`src/rtl/i2c_reg_sequencer.sv`:
```
// Expands one host register read/write into single-byte I2C master transactions.
// Latency: accept -> first m_start 1 clk; last m_busy fall -> rsp_valid 1 clk.
// Backpressure: cmd_ready is high only while idle; a busy sequencer refuses new commands.
module i2c_reg_sequencer #(
    parameter int BUSY_TIMEOUT = 20000,
    parameter int GAP_CYCLES   = 2
) (
    input  logic       clk,
    input  logic       rst_n,
    input  logic       cmd_valid,
    output logic       cmd_ready,
    input  logic       cmd_rw,
    input  logic [6:0] cmd_dev_addr,
    input  logic [7:0] cmd_reg_addr,
    input  logic [7:0] cmd_wdata,
    output logic       rsp_valid,
    output logic [1:0] rsp_code,
    output logic [7:0] rsp_rdata,
    output logic       m_start,
    output logic       m_rw,
    output logic [7:0] m_data_in,
    input  logic       m_busy,
    input  logic       m_ack_error,
    input  logic [7:0] m_data_out
);

    localparam int TW = $clog2(BUSY_TIMEOUT + 1);
    localparam int GW = (GAP_CYCLES > 1) ? $clog2(GAP_CYCLES) : 1;

    localparam logic [1:0] RSP_OK      = 2'b00;
    localparam logic [1:0] RSP_NACK    = 2'b01;
    localparam logic [1:0] RSP_TIMEOUT = 2'b10;

    typedef enum logic [2:0] {
        S_IDLE,
        S_ISSUE,
        S_WAIT_HI,
        S_WAIT_LO,
        S_GAP,
        S_DONE
    } state_t;

    state_t          r_state;
    logic            r_rw;
    logic [6:0]      r_dev;
    logic [7:0]      r_reg;
    logic [7:0]      r_wdata;
    logic [1:0]      r_idx;
    logic            r_nack_seen;
    logic [TW-1:0]   r_timer;
    logic [GW-1:0]   r_gap;
    logic            r_cmd_ready;
    logic            r_rsp_valid;
    logic [1:0]      r_rsp_code;
    logic [7:0]      r_rsp_rdata;
    logic            r_m_start;
    logic            r_m_rw;
    logic [7:0]      r_m_data_in;

    logic            w_last;
    logic            w_timer_done;

    // Returns {rw, byte} for position idx of the write (3-byte) or read (4-byte) list.
    function automatic logic [8:0] byte_sel(input logic [1:0] idx, input logic rw,
                                            input logic [6:0] dev, input logic [7:0] rg,
                                            input logic [7:0] wd);
        case (idx)
            2'd0:    byte_sel = {1'b0, dev, 1'b0};
            2'd1:    byte_sel = {1'b0, rg};
            2'd2:    byte_sel = rw ? {1'b0, dev, 1'b1} : {1'b0, wd};
            default: byte_sel = {1'b1, 8'h00};
        endcase
    endfunction

    assign w_last       = (r_idx == (r_rw ? 2'd3 : 2'd2));
    assign w_timer_done = (r_timer == TW'(BUSY_TIMEOUT));

    always_ff @(posedge clk or negedge rst_n) begin
        if (!rst_n) begin
            r_state     <= S_IDLE;
            r_rw        <= 1'b0;
            r_dev       <= '0;
            r_reg       <= '0;
            r_wdata     <= '0;
            r_idx       <= '0;
            r_nack_seen <= 1'b0;
            r_timer     <= '0;
            r_gap       <= '0;
            r_cmd_ready <= 1'b0;
            r_rsp_valid <= 1'b0;
            r_rsp_code  <= RSP_OK;
            r_rsp_rdata <= '0;
            r_m_start   <= 1'b0;
            r_m_rw      <= 1'b0;
            r_m_data_in <= '0;
        end else begin
            r_m_start   <= 1'b0;
            r_rsp_valid <= 1'b0;
            case (r_state)
                S_IDLE: begin
                    r_cmd_ready <= 1'b1;
                    if (cmd_valid && r_cmd_ready) begin
                        r_cmd_ready            <= 1'b0;
                        r_rw                   <= cmd_rw;
                        r_dev                  <= cmd_dev_addr;
                        r_reg                  <= cmd_reg_addr;
                        r_wdata                <= cmd_wdata;
                        r_idx                  <= 2'd0;
                        r_m_start              <= 1'b1;
                        {r_m_rw, r_m_data_in}  <= byte_sel(2'd0, cmd_rw, cmd_dev_addr,
                                                           cmd_reg_addr, cmd_wdata);
                        r_state                <= S_ISSUE;
                    end
                end
                S_ISSUE: begin
                    r_nack_seen <= 1'b0;
                    r_timer     <= '0;
                    r_state     <= S_WAIT_HI;
                end
                S_WAIT_HI: begin
                    if (m_busy) begin
                        r_timer <= '0;
                        r_state <= S_WAIT_LO;
                    end else if (w_timer_done) begin
                        r_rsp_valid <= 1'b1;
                        r_rsp_code  <= RSP_TIMEOUT;
                        r_rsp_rdata <= '0;
                        r_state     <= S_DONE;
                    end else begin
                        r_timer <= r_timer + TW'(1);
                    end
                end
                S_WAIT_LO: begin
                    if (!m_busy) begin
                        if (r_nack_seen) begin
                            r_rsp_valid <= 1'b1;
                            r_rsp_code  <= RSP_NACK;
                            r_rsp_rdata <= '0;
                            r_state     <= S_DONE;
                        end else if (w_last) begin
                            // Only a read's final byte carries data back.
                            r_rsp_valid <= 1'b1;
                            r_rsp_code  <= RSP_OK;
                            r_rsp_rdata <= r_rw ? m_data_out : 8'h00;
                            r_state     <= S_DONE;
                        end else begin
                            r_idx <= r_idx + 2'd1;
                            r_gap <= '0;
                            if (GAP_CYCLES == 0) begin
                                r_m_start             <= 1'b1;
                                {r_m_rw, r_m_data_in} <= byte_sel(r_idx + 2'd1, r_rw, r_dev,
                                                                  r_reg, r_wdata);
                                r_state               <= S_ISSUE;
                            end else begin
                                r_state <= S_GAP;
                            end
                        end
                    end else begin
                        // The master drops its error flag with busy, so hold it here.
                        r_nack_seen <= r_nack_seen | m_ack_error;
                        if (w_timer_done) begin
                            r_rsp_valid <= 1'b1;
                            r_rsp_code  <= RSP_TIMEOUT;
                            r_rsp_rdata <= '0;
                            r_state     <= S_DONE;
                        end else begin
                            r_timer <= r_timer + TW'(1);
                        end
                    end
                end
                S_GAP: begin
                    if (int'(r_gap) >= GAP_CYCLES - 1) begin
                        r_m_start             <= 1'b1;
                        {r_m_rw, r_m_data_in} <= byte_sel(r_idx, r_rw, r_dev, r_reg, r_wdata);
                        r_state               <= S_ISSUE;
                    end else begin
                        r_gap <= r_gap + GW'(1);
                    end
                end
                S_DONE: begin
                    r_cmd_ready <= 1'b1;
                    r_state     <= S_IDLE;
                end
                default: r_state <= S_IDLE;
            endcase
        end
    end

    assign cmd_ready = r_cmd_ready;
    assign rsp_valid = r_rsp_valid;
    assign rsp_code  = r_rsp_code;
    assign rsp_rdata = r_rsp_rdata;
    assign m_start   = r_m_start;
    assign m_rw      = r_m_rw;
    assign m_data_in = r_m_data_in;

endmodule

```
`config.mk`:
```
export PLATFORM = sky130hd
export DESIGN_NAME = i2c_reg_sequencer
export DESIGN_NICKNAME = d
export VERILOG_FILES = /design/src/rtl/i2c_reg_sequencer.sv
export SDC_FILE = /design/constraint.sdc
export NUM_CORES = 1
export LEC_CHECK = 0
export CORE_ASPECT_RATIO = 1.1
export CORE_MARGIN = 2
export CORE_UTILIZATION = 55
export CTS_BUF_LIST = sky130_fd_sc_hd__clkbuf_16
export DETAILED_ROUTE_END_ITERATION = 6
export PLACE_DENSITY = 0.83
export SKIP_CTS_REPAIR_TIMING = 1
export SYNTH_ARGS = -nofsm -noshare
export SYNTH_HDL_FRONTEND = slang
export SYNTH_SLANG_ARGS = --single-unit
```
`constraint.sdc`:
```
create_clock -name clk -period 3 [get_ports clk]
set_input_delay 0.6 -clock clk [delete_from_list [all_inputs] [get_ports clk]]
set_output_delay 0.6 -clock clk [all_outputs]
set_load 0.05 [all_outputs]
```
==> results of run 1 <==
==> worst min-delay path by stage <==
stage,start,end,slack (ns)
floorplan,rst_n,cmd_ready$_DFFE_PN0P_,0.30
global placement,r_wdata[7]$_DFFE_PN0P_,r_wdata[7]$_DFFE_PN0P_,0.46
detailed placement,r_wdata[7]$_DFFE_PN0P_,r_wdata[7]$_DFFE_PN0P_,0.48
CTS,rst_n,r_timer[0]$_DFFE_PN0P_,0.38
global route,rst_n,r_timer[0]$_DFFE_PN0P_,0.41
finish,rst_n,r_timer[0]$_DFFE_PN0P_,0.35
==> Yosys cell counts (all sizes together), types with 5 or more instances <==
library cell	instances
a21o	5
a21oi	19
a222oi	7
a22o	10
buf	12
clkbuf	8
dfrtp	68
ha	6
inv	12
mux2	31
nand2	20
nand3	8
nor2	5
nor3	6
o211ai	7
o21a	7
o21ai	9
or4	7
==> layer usage <==
layer | global-route usage (%) | wire length (um) | up-vias
met3 | 5.26 | 375 | 7
li1 | - | - | 1228
met5 | 0 | 0 | -
met4 | 9.25 | 65 | 0
met1 | 29.9 | 3170 | 1325
met2 | 41.8 | 3950 | 89
==> cell families after synthesis <==
logic type	count (synthesis)	synth area share (%)
AOI/OAI and AO/OA	81	17.6
and+or+nand+nor	76	13.1
DFF	68	51.1
buffers and inverters	32	4.02
muxes	31	10.5
adders and majority gates	7	2.56
xor gates and xnor gates	4	1.05
==> worst max-delay path, cell delays in order <==
cell	delay [ns]
clkdlybuf4s50_1	0.48
and3b_1	0.23
or4_1	0.64
or3_1	0.40
a21oi_1	0.17
==> through the flow <==
step           instance area, um2  hold WS (ns)  worst slack, ns  util, %
6_report                     4290         0.349            0.723     73.9
3_5_place_dp                 3980         0.476            0.402     68.6
3_3_place_gp                 3980         0.464            0.474     68.6
5_1_grt                      4290         0.413            0.619     73.9
4_1_cts                      4290         0.379            0.719     73.9
2_1_floorplan                3330         0.304            0.818        -
==> cell type report <==
type / count / area (um2) / share of cell area [%]
Clock buffer: 9 / 225 / 5.25
Sequential cell: 68 / 1700 / 39.7
Timing Repair Buffer: 65 / 641 / 14.9
Multi-Input combinational cell: 199 / 1500 / 34.9
Tap cell: 77 / 96.3 / 2.24
Clock inverter: 7 / 83.8 / 1.95
Inverter: 12 / 45.0 / 1.05
==> where the power goes <==
part           internal, W  switching (W)  total [W]  leakage [nW]
clock network     0.000716       0.000368    0.00108         0.155
logic             0.000817       0.000997    0.00181         0.783
registers          0.00125       0.000307    0.00156         0.857
total              0.00279        0.00167    0.00446          1.80
==> metrics.md, run 1 <==
| Metric | Value |
|---|---|
| Status | `finished clean` |
| #FFs+latches synth | `68` |
| Ant diodes | `0` |
| Yosys top cell by area | `dfrtp_1` |
| Slew Viols, Final | `0` |
| Setup crit start kind | `input pin` |
| Routed vias/inst | `6.06` |
| Placed Cells | `421` |
| Die width | `78.2 um` |
| H-tree levels | `3` |
| Synth Instances | `299` |
| Reg clk slew, reported paths | `0.05 ns` |
| Worst Hold Class | `in2async` |
| Final ANT Viol Nets | `0` |
| Slew @ Worst Pin | `0.767 ns` |
| # DRC | `0` |
| CTS Sinks | `68` |
| GRT Residual Overflow | `0` |
| Critical path class | `in2reg` |
| Root Buffer | `clkbuf_16` |
| DRT Wirelength | `7560 um` |
| Nets | `398` |
| Starting Density | `57.3%` |
| CP arrival | `2.52 ns` |
| Share of cells above drive strength 1 | `15.8%` |
| Relative slew slack | `48.8%` |
| Drt pass-1 iters | `5` |
| Distinct cells, synth | `54` |
| Clock Latency Late Sink | `0.33 ns` |
| CTS tree | `done` |
| Worst setup path startpoint | `m_busy` |
| Synthesized cell area | `3330 um2` |
| Commonest non-fill, non-tap cell in the layout | `dfrtp_1` |
| Setup TNS | `0 ns` |
| Largest net degree at the start of global routing | `37` |
| Leak Pwr | `1.80 nW` |
| Initial drt markers | `200` |
| R2R Setup Slk | `0.86 ns` |
| Biggest register | `r_timer` |
| Final Critical Period | `2.28 ns` |
| Vias in the first global route | `2,790` |
| RSZ-0062 raised after global routing | `false` |
| Final setup viols | `0` |
| First-pass GRT wire length | `12,700 um` |
| Final GP Congestion | `0.853` |
| Synth top area cells | `dfrtp_1, mux2_2, a21oi_1` |
| Max reg flops | `15` |
| RR Startpoint | `r_state[2]$_DFFE_PN0P_` |
| Synth Warn # | `0` |
| Num CTS Buffers | `9` |
| GRT Total Usage | `24.2%` |
| Post-synth EDFFs | `0` |
| Via count | `2,649` |
| FF-to-FF path depth | `4` |
| Area Overhead vs Synth | `28.9%` |
| Filler cells | `422` |
| Fmax | `0.439 GHz` |
| Total Power Consumption | `0.00446 W` |
| End of the worst register-to-register path | `m_data_in[0]$_DFFE_PN0P_` |
| PortBufs | `58` |
| Register area share after synthesis | `51.1%` |
| Max rail drop VDD | `0.712 mV` |
| Layout Cells excl Fill | `437` |
| Share of the synthesized area in the top cell type | `51.1%` |
| Post-Syn Nets | `342` |
| Routed len/inst | `17.3 um` |
| FP Rows | `29` |
| Avg Inst Size Synth | `11.1 um2` |
| Critical Path End | `r_timer[11]$_DFFE_PN0P_` |
| Async SR Flop Fraction | `100%` |
| Commonest non-fill, non-tap cells in the layout | `dfrtp_1, clkdlybuf4s50_1, mux2_2` |
| Die area | `6690 um2` |
| CP required | `3.24 ns` |
| Max-cap violations | `0` |
| CORE AREA | `5810 um2` |
| HPWL after detailed placement | `5250 um` |
| Endpoint kind of the worst setup timing path | `flop` |
| Final Skew | `0.00445 ns` |
| Ys flop type | `dfrtp_1` |
| Chip height | `85.6 um` |
| Clock tree buffer depth | `2` |
| Io pins | `59` |
| PwrDens | `1040 nW/um2` |
| Period Utilization, post-route | `75.9%` |
| Antenna violations before repair | `0` |
| Final hold vios | `0` |
| Max Fanout on Critical Path | `7` |
(Power assumes the default switching activity.)
==> inputs of run 2 (changes only) <==
Settings changed: CORE_UTILIZATION 55 to 47, PLACE_DENSITY 0.83 to 0.75.
Clock period 3 ns to 1.9 ns, I/O delays scaled along.
==> run 2 against run 1 <==
Compared with the run above: first-iteration DRC count is 54% lower; sequential cell count unchanged; final area increased by 7.1%; register-to-register slack lost 0.79 ns; count of clock-buffer cells in the layout is the same; worst setup slack got worse by 0.70 ns; non-clock buffer count grew 25; die area increased by 16%; combinational power is 79% higher; power is 70% higher; critical path type is now reg2out.
==> metrics.md, run 2 (same netlist as run 1, synthesis figures left out) <==
| Metric | Value |
|---|---|
| Status | `finished clean` |
| Clock tree buffer depth | `2 (unchanged)` |
| Final core occ | `66.3% (-7.6 points)` |
| Commonest non-fill, non-tap cell in the layout | `dfrtp_1` |
| GRT Residual Overflow | `0 (unchanged)` |
| DRT Wirelength | `7880 um (+4.2%)` |
| Met2 GRT Util | `35.5% (-6.3 points)` |
| Placed Cells | `454 (+7.8%)` |
| End of the worst register-to-register path | `r_idx[1]$_DFFE_PN0P_` |
| Root Buffer | `clkbuf_16` |
| Total Power Consumption | `0.00759 W (+70%)` |
| Slew @ Worst Pin | `0.524 ns (-0.243 ns)` |
| Relative slew slack | `65.0% (+16 points)` |
| Reg clk slew, reported paths | `0.05 ns (about the same)` |
| Antenna violations before repair | `0 (unchanged)` |
| Max Fanout on Critical Path | `2 (-5)` |
| Leak Pwr | `2.04 nW (+14%)` |
| Final Skew | `0.00649 ns (+0.00204 ns)` |
| Critical path class | `reg2out` |
| Worst hold slack | `0.0770 ns (-0.272 ns)` |
| Initial drt markers | `93 (-54%)` |
| Commonest non-fill, non-tap cells in the layout | `dfrtp_1, clkdlybuf4s50_1, buf_4` |
| CORE AREA | `6930 um2 (+19%)` |
| Final ANT Viol Nets | `0 (unchanged)` |
| PortBufs | `58 (unchanged)` |
| First-pass GRT wire length | `13,300 um (+4.7%)` |
| Layout Cells excl Fill | `470 (+7.6%)` |
| Biggest register | `r_timer` |
| Met3 usage | `3.60% (-1.7 points)` |
| Max reg flops | `15 (unchanged)` |
| Die area | `7770 um2 (+16%)` |
| Starting Density | `48.0% (-9.3 points)` |
| Ant diodes | `0 (unchanged)` |
| Die width | `84.2 um (+7.8%)` |
| Nets | `423 (+6.3%)` |
| Slowest-stage cell, CP | `clkdlybuf4s50_1` |
| Setup TNS | `0 ns (unchanged)` |
| Num CTS Buffers | `9 (unchanged)` |
| Final Critical Period | `1.88 ns` |
| Drt pass-1 iters | `4 (-1)` |
| Final hold vios | `0 (unchanged)` |
| FP Rows | `32 (+10%)` |
| GR Util met1 | `27.0% (-2.9 points)` |
| Worst-path cell chain | `clkdlybuf4s50_1` |
| Max-cap violations | `0 (unchanged)` |
| PwrDens | `1650 nW/um2 (+59%)` |
| Share of cells above drive strength 1 | `26.5% (+11 points)` |
| Worst Hold Class | `in2async` |
| FF-to-FF path depth | `6 (+2)` |
| Final setup viols | `0 (unchanged)` |
| Buf+Inv Stages, Crit Path | `1 (unchanged)` |
| GRT Total Usage | `21.6% (-2.6 points)` |
| # DRC | `0 (unchanged)` |
| Endpoint kind of the worst setup timing path | `output pin` |
| Clock Latency Late Sink | `0.33 ns (about the same)` |
| Io pins | `59 (unchanged)` |
| CP required | `1.52 ns (-1.72 ns)` |
| Routed len/inst | `16.8 um (-3.1%)` |
| Kind of cell adding the most delay to the critical path | `buffers and inverters` |
| Chip height | `92.3 um (+7.8%)` |
| Final GP Congestion | `0.873 (+2.3%)` |
| CTS Sinks | `68 (unchanged)` |
| HPWL after detailed placement | `5370 um (+2.3%)` |
| Filler cells | `519 (+23%)` |
| R2R Setup Slk | `0.07 ns (-0.79 ns)` |
| H-tree levels | `3 (unchanged)` |
| Fmax | `0.533 GHz` |
| Period Utilization, post-route | `98.8%` |
| Area Overhead vs Synth | `38.0%` |
| Via count | `2,743 (+3.5%)` |
| CTS tree | `done` |
| Max rail drop VDD | `1.10 mV (+54%)` |
| Setup crit start kind | `flop` |
| Largest net degree at the start of global routing | `69 (+86%)` |
| Most used routing layer | `met2` |
| Vias in the first global route | `2,881 (+3.3%)` |
| CP max stage delay | `0.81 ns (+0.17 ns)` |
| RR Startpoint | `r_state[1]$_DFFE_PN0P_` |
| CP arrival | `1.50 ns (-1.02 ns)` |
| Routed vias/inst | `5.84 (-3.7%)` |
| Slew Viols, Final | `0 (unchanged)` |
## run 2: where the power goes
| group | switching (W) | internal [W] |
|---|---|---|
| Clock | 0.000624 | 0.00128 |
| Combinational | 0.00171 | 0.00154 |
| Sequential | 0.000453 | 0.00199 |
## run 2: cell type report
cell class                 instances  area, um2  area share, %
sequential                        68       1700           37.1
timing repair buffer              90        850           18.5
multi-input combinational        199       1550           33.7
tap                               85        106           2.31
clock buffer                       9        225           4.90
clock inverter                     7        115           2.51
inverter                          12       45.0          0.980
## run 2: worst max-delay path by stage
stage	slack, ns	start	cells past startpoint	to
after floorplan	-0.02	m_busy	7	r_timer[11]$_DFFE_PN0P_
after global placement	-0.27	m_busy	5	r_timer[11]$_DFFE_PN0P_
after detailed placement	-0.31	m_busy	5	r_timer[11]$_DFFE_PN0P_
after CTS	0.0007	m_data_in[1]$_DFFE_PN0P_	1	m_data_in[1]
after global routing	-0.009	rsp_rdata[3]$_DFFE_PN0P_	1	rsp_rdata[3]
final	0.02	rsp_rdata[3]$_DFFE_PN0P_	1	rsp_rdata[3]
## run 2: metrics by stage
step	area (um2)	worst slack, ns
floorplan	3330	-0.0176
global placement	4180	-0.268
detailed placement	4180	-0.310
CTS	4520	0.000744
global route	4590	-0.00945
finish	4590	0.0232
## run 2: routing by layer
| layer | vias to the layer above | share of wire, % |
|---|---|---|
| met5 | - | 0 |
| met4 | 0 | 1.6 |
| met3 | 12 | 3.3 |
| met2 | 56 | 51 |
| met1 | 1389 | 44 |
| li1 | 1286 | - |
